`src/rtl/if_id_buffer.sv`:
```
// if_id_buffer: two-entry fetch/decode skid buffer with registered in_ready; pre-decode enabled by IF_ID_PREDECODE_EN
module if_id_buffer #(
  parameter int XLEN = 64,
  parameter int ILEN = 32
) (
  input  logic            clock,
  input  logic            reset,
  input  logic            in_valid,
  input  logic [ILEN-1:0] in_inst,
  input  logic [XLEN-1:0] in_pc,
  output logic            in_ready,
  input  logic            flush,
  output logic            out_valid,
  input  logic            out_ready,
  output logic [ILEN-1:0] out_inst,
  output logic [XLEN-1:0] out_pc,
  output logic [4:0]      out_rd,
  output logic [4:0]      out_rs1,
  output logic [4:0]      out_rs2,
  output logic [XLEN-1:0] out_imm,
  output logic            out_illegal
);
  localparam logic [ILEN-1:0] NOP = ILEN'(32'h0000_0013);
  logic            h_valid, s_valid, accept, consume;
  logic [XLEN-1:0] h_pc, s_pc;
  logic [ILEN-1:0] h_inst, s_inst;
  assign in_ready  = !s_valid;
  assign accept    = in_valid && in_ready && !flush;
  assign consume   = h_valid && out_ready;
  assign out_valid = h_valid;
  assign out_pc    = h_pc;
  assign out_inst  = h_inst;
  always_ff @(posedge clock) begin
    if (reset) begin
      h_valid <= 1'b0;
      s_valid <= 1'b0;
      h_pc    <= '0;
      h_inst  <= NOP;
      s_pc    <= '0;
      s_inst  <= NOP;
    end else if (flush) begin
      h_valid <= 1'b0;
      s_valid <= 1'b0;
    end else if (consume && s_valid) begin
      h_pc    <= s_pc;
      h_inst  <= s_inst;
      s_valid <= 1'b0;
    end else if (consume || !h_valid) begin
      h_valid <= accept;
      if (accept) begin
        h_pc   <= in_pc;
        h_inst <= in_inst;
      end
    end else if (accept) begin
      s_valid <= 1'b1;
      s_pc    <= in_pc;
      s_inst  <= in_inst;
    end
  end
`ifdef IF_ID_PREDECODE_EN
  logic [6:0]      op;
  logic            is_i, is_s, is_b, is_u, is_j, is_r;
  logic [XLEN-1:0] imm_i, imm_s, imm_b, imm_u, imm_j;
  assign op    = h_inst[6:0];
  assign is_i  = op inside {7'b0010011, 7'b0000011, 7'b1100111, 7'b0011011, 7'b1110011};
  assign is_s  = op == 7'b0100011;
  assign is_b  = op == 7'b1100011;
  assign is_u  = op inside {7'b0110111, 7'b0010111};
  assign is_j  = op == 7'b1101111;
  assign is_r  = op inside {7'b0110011, 7'b0111011};
  assign imm_i = {{(XLEN-12){h_inst[31]}}, h_inst[31:20]};
  assign imm_s = {{(XLEN-12){h_inst[31]}}, h_inst[31:25], h_inst[11:7]};
  assign imm_b = {{(XLEN-13){h_inst[31]}}, h_inst[31], h_inst[7], h_inst[30:25], h_inst[11:8], 1'b0};
  assign imm_u = {{(XLEN-32){h_inst[31]}}, h_inst[31:12], 12'b0};
  assign imm_j = {{(XLEN-21){h_inst[31]}}, h_inst[31], h_inst[19:12], h_inst[20], h_inst[30:21], 1'b0};
  always_comb begin
    out_rd      = h_inst[11:7];
    out_rs1     = h_inst[19:15];
    out_rs2     = h_inst[24:20];
    out_imm     = is_i ? imm_i : is_s ? imm_s : is_b ? imm_b : is_u ? imm_u : is_j ? imm_j : '0;
    out_illegal = h_valid && (h_inst[1:0] != 2'b11 || !(is_i || is_s || is_b || is_u || is_j || is_r));
  end
`else
  always_comb begin
    out_rd      = '0;
    out_rs1     = '0;
    out_rs2     = '0;
    out_imm     = '0;
    out_illegal = 1'b0;
  end
`endif
endmodule

```
`config.mk`:
```
export PLATFORM = sky130hd
export DESIGN_NAME = if_id_buffer
export DESIGN_NICKNAME = d
export VERILOG_FILES = /design/src/rtl/if_id_buffer.sv
export SDC_FILE = /design/constraint.sdc
export NUM_CORES = 1
export LEC_CHECK = 0
export CAP_MARGIN = 15
export CELL_PAD_IN_SITES_DETAIL_PLACEMENT = 1
export CELL_PAD_IN_SITES_GLOBAL_PLACEMENT = 1
export CORE_UTILIZATION = 35
export CTS_BUF_LIST = sky130_fd_sc_hd__clkbuf_16
export DETAILED_ROUTE_END_ITERATION = 8
export GPL_TIMING_DRIVEN = 0
export PLACE_DENSITY = 0.95
export SLEW_MARGIN = 20
export SYNTH_ARGS = -nofsm -noshare
export SYNTH_HDL_FRONTEND = slang
export SYNTH_SLANG_ARGS = --single-unit
export TNS_END_PERCENT = 20
```
`constraint.sdc`:
```
create_clock -name clock -period 3.94 [get_ports clock]
set_input_delay 0.394 -clock clock [delete_from_list [all_inputs] [get_ports clock]]
set_output_delay 0.394 -clock clock [all_outputs]
set_load 0.05 [all_outputs]
```
* Word-level counts from Yosys, hierarchy flattened
Index checks and enable logic that the tools add are counted.
** Word-level totals
- Bits of input ports :: 101
- Word-level logic and storage cells :: 31
- Output and inout bits :: 178
- Flip-flop bits (word level) :: 194
** Operators by class
- Reduce and logical (&&, ||, !) cells :: 16
- Multiplexer cells :: 6
- Bitwise logic cells :: 3
** Operators by type and width (count)
- two-way mux 64 bit :: 3
- two-way mux 32 bit :: 3
- logical AND 1 bit :: 4
- AND reduction 2 bit :: 2
- AND reduction 4 bit :: 1
- nonzero test 2 bit :: 2
- logical NOT 1 bit :: 3
- inverter 1 bit :: 3
- AND reduction 3 bit :: 1
- OR reduction 3 bit :: 1
- OR reduction 2 bit :: 1
- logical OR 1 bit :: 1

* Logic depth before layout (Yosys ltp)
- Word-level depth :: 6
- Mapped depth :: 7
- Mapped depth without buffers :: 4

* Worst setup path after synthesis
Ideal clock, no wire load.
- Path kind :: reg2reg
- Start point :: register h_valid, in the netlist out_valid
- End point :: register h_pc[36], in the netlist out_pc[36]
- Data required time :: 3.852 ns
- Cell stages (with the launch flop) :: 7
- Clock period less this slack :: 1.818 ns
- Data arrival time :: 1.729 ns
- Buffers on the path :: 2
- Setup time :: 0.088 ns
- Slack :: 2.122 ns
- Path through :: dfxtp_1 -> nand2_1 -> nor2_2 -> buf_2 -> buf_2 -> nand2_1 -> a311oi_2
** Between the ends
- Longest elaborated chain between the ends :: 4
- Elaborated cells between the ends (all ways) :: 8
- Those cells by class :: mux (1); reduce/logical (7)
** RTL lines
- start: declaration :: RTL line 24 : logic h_valid, s_valid, accept, consume;
- start signal: assignment :: RTL line 49 : h_valid <= accept;
- logical AND 1 bit or logical NOT 1 bit (tied branches) :: RTL line 29, 48
- logical AND 1 bit or logical OR 1 bit (tied branches) :: RTL line 44, 48
- nonzero test 2 bit (no line)
- AND reduction 3 bit (no line)
- end signal: assignment :: RTL line 45 : h_pc <= s_pc;
- end signal: assignment :: RTL line 51 : h_pc <= in_pc;
- end: declaration :: RTL line 25 : logic [XLEN-1:0] h_pc, s_pc;
Parallel ways exist; a longest one is shown, timed or not.
A chain may end at the register's enable or synchronous reset.

* Worst setup path after layout
- Start point :: input in_valid
- End point :: register s_pc[56]
** Between the ends
- Longest elaborated chain between the ends :: 3
** RTL lines
- start: declaration :: RTL line 8 : input logic in_valid,
- logical AND 1 bit (2 in series) :: RTL line 28 : assign accept = in_valid && in_ready && !flush;
- AND reduction 4 bit (no line)
- end signal: assignment :: RTL line 56 : s_pc <= in_pc;
- end: declaration :: RTL line 25
No other way between the ends.

==> impl_metrics.ini <==
[outcome]
status = completed

[clock_tree]
root_buffer = clkbuf_16
cts_tree = yes
clockBufferDepth = 2
clk_pin_slew_ps = 70
cts_setup_buffers = 0
htreeDepth = 4
cts_sinks = 194
cts_hold_buf = 0
cts_buffers = 17
ctsResizeCount = 0
clk_latency_ps = 430

[die]
die_y_um = 154
fp-row-count = 55
initial_core_util_pct = 35.7
die_w_um = 154
fp.coreArea_mm2 = 0.0226
num_io_pins = 279
dieArea_mm2 = 0.0237

[setup_path]
rr_worst_depth = 6
worstSetupStartpointType = primary input
cp_data_arrival_time_ps = 2550
reg2reg_to = s_pc[56]
cp.required_ps = 4290
cp_common_cell = buf_2
r2r_setup_slack_ps = 1840
crit_path_cell_trace = clkdlybuf4s50_1, nor2b_1, and3_1, clkbuf_1, buf_2, buf_2, nand2_1, a21oi_1
crit_path_max_incr_delay_ps = 480
worst_setup_path_end_kind = flop
rr_startpoint = s_valid
crit_slowest_cell = clkdlybuf4s50_1
worst-path-max-fanout = 10
critPathKind = in2reg

[grt]
overflow = 0
antenna_found_initial = 2
grt_pass1_wl_um = 44800
grtUsageTotal_pct = 24.0
grt_pass1_vias = 8854
grt_max_degree = 19

[synthesis]
synth_top_area_share_pct = 48.0
synth_most_common_cell = nand2_1
synth_common_cells = nand2_1, dfxtp_1, nor2_1
synth_warnings = 0
yosysSeqAreaShare_pct = 48.0
synthArstFlopShare_pct = 0
synth_edf_count = 0
ys_ff_latch = 194
synthFlopType = dfxtp_1
yosys-top-cells-area = dfxtp_1, nand2_1, a311oi_1, buf_4, a21oi_1
avgSynthCellArea_um2 = 7.73
syn_inst = 1047
synth_cell_type_count = 23
syn-cell-area_mm2 = 0.00809
synth_top_area_cell = dfxtp_1

[detailed_routing]
via_per_inst = 5.02
route.detailed.drc = 0
dr.pass1.iters = 5
ant_nets = 0
drt_iter0_markers = 314
routedWlPerCell_um = 17.4
wl_um = 28600
vias = 8246

[place]
placed_area_mm2 = 0.0107
dpl.hpwl_um = 20900
dp_cells = 1608
io_buffers = 197
gp_congestion = 0.812

[hold_path]
min_path_type = reg2reg
whs_path_depth = 2
worstHoldEndpoint = s_inst[2]
hp-start = s_inst[2]

[sta]
fin_tns_setup_ps = 0
setup_violations = 0
finClkSkew_ps = 8.47
slew_headroom_pct = 54.6
fmax_mhz = 455
rsz0062_at_grt = no
worst-slew-pin-transition_ps = 681
fin_crit_ps = 2200
period_share_pct = 55.8
maxSlewViolCount = 0
final_hold_viol_count = 0

[job]
drv_cap = 0

[power_and_ir_drop]
power_leakage_uw = 0.00440
peakVddDrop_uv = 203
p_per_area_mw_per_mm2 = 439

[finish]
final_util_pct = 50.2
area_growth_pct = 40.5
final_layout_size_suffix_gt1_share_pct = 10.9
finalNetCount = 1443
final_area_mm2 = 0.0114
fillCellCount = 2819
final_cells = 1641
[critical path, delay by kind of cell]
kind                   cells  cell delay, ps
AO/OA/AOI/OAI              1             120
buffers and inverters      4            1510
AND/OR/NAND/NOR            3             520
[layout by cell type (no fill, tap or decap), types with 2 or more instances in the layout]
master	count
nand2_1	386
clkdlybuf4s50_1	197
dfxtp_1	194
nor2_1	95
a21oi_1	94
a311oi_1	90
buf_4	81
conb_1	80
clkbuf_1	50
buf_2	29
clkbuf_16	17
nor3_1	4
bufinv_16	4
inv_8	4
a311oi_2	3
a31oi_1	3
nand3b_1	3
clkinv_4	3
clkinvlp_4	3
buf_6	2
nand3_1	2
nor2b_1	2
buf_1	2
[cell families after synthesis]
family | Yosys count | synth area share (%)
and+or+nand+nor | 495 | 23.4
buffers and inverters | 165 | 12.0
AOI/OAI and AO/OA | 192 | 16.5
other | 1 | 0.0464
DFF | 194 | 48.0
[final cells by class]
class                           instances  area, µm²  share of cell area [%]
Antenna cell                            1       2.50                  0.0220
Tap cell                              285        357                    3.14
Sequential cell                       194       3880                    34.2
Buffer                                164        971                    8.54
Clock buffer                           17        425                    3.74
Timing Repair Buffer                  197       1970                    17.3
Multi-Input combinational cell        767       3530                    31.0
Clock inverter                         15        223                    1.96
Inverter                                1       3.75                  0.0330
[stage by stage]
stage          hold slack (ps)  setup slack, ps  power (µW)
6_report                   461             1740        4990
5_1_grt                    480             1540        5160
4_1_cts                    459             1670        5020
3_5_place_dp               448             1240        3110
3_3_place_gp               442             1340        3090
2_1_floorplan              437             2120        2770
[report_power, final]
group | internal [µW] | switching, µW
Sequential | 2040 | 49.1
Clock | 1090 | 831
Combinational | 336 | 652
Total | 3460 | 1530
[sequential cells by signal, summed over array words and instances (netlist names)]
| name | flops |
|---|---|
| out_inst | 32 |
| out_pc | 64 |
| out_valid | 1 |
| s_inst | 32 |
| s_pc | 64 |
| s_valid | 1 |
[worst max-delay path by stage]
stage	from	end	slack [ps]
floorplan	out_valid	out_pc[36]	2120
global placement	in_valid	s_pc[56]	1340
detailed placement	in_valid	s_pc[61]	1240
CTS	in_valid	s_pc[56]	1670
global route	in_valid	s_pc[56]	1540
finish	in_valid	s_pc[56]	1740
[metal layers]
metal / part of all wire [%] / routed length [µm] / vias to the layer above / track usage (%)
li1: - / - / 3914 / -
met1: 40 / 11500 / 3979 / 26.4
met2: 52 / 14800 / 278 / 44.0
met3: 4.6 / 1320 / 73 / 4.37
met4: 3.4 / 978 / 2 / 11.7
met5: 0.045 / 13 / - / 0
(Power assumes the default switching activity.)
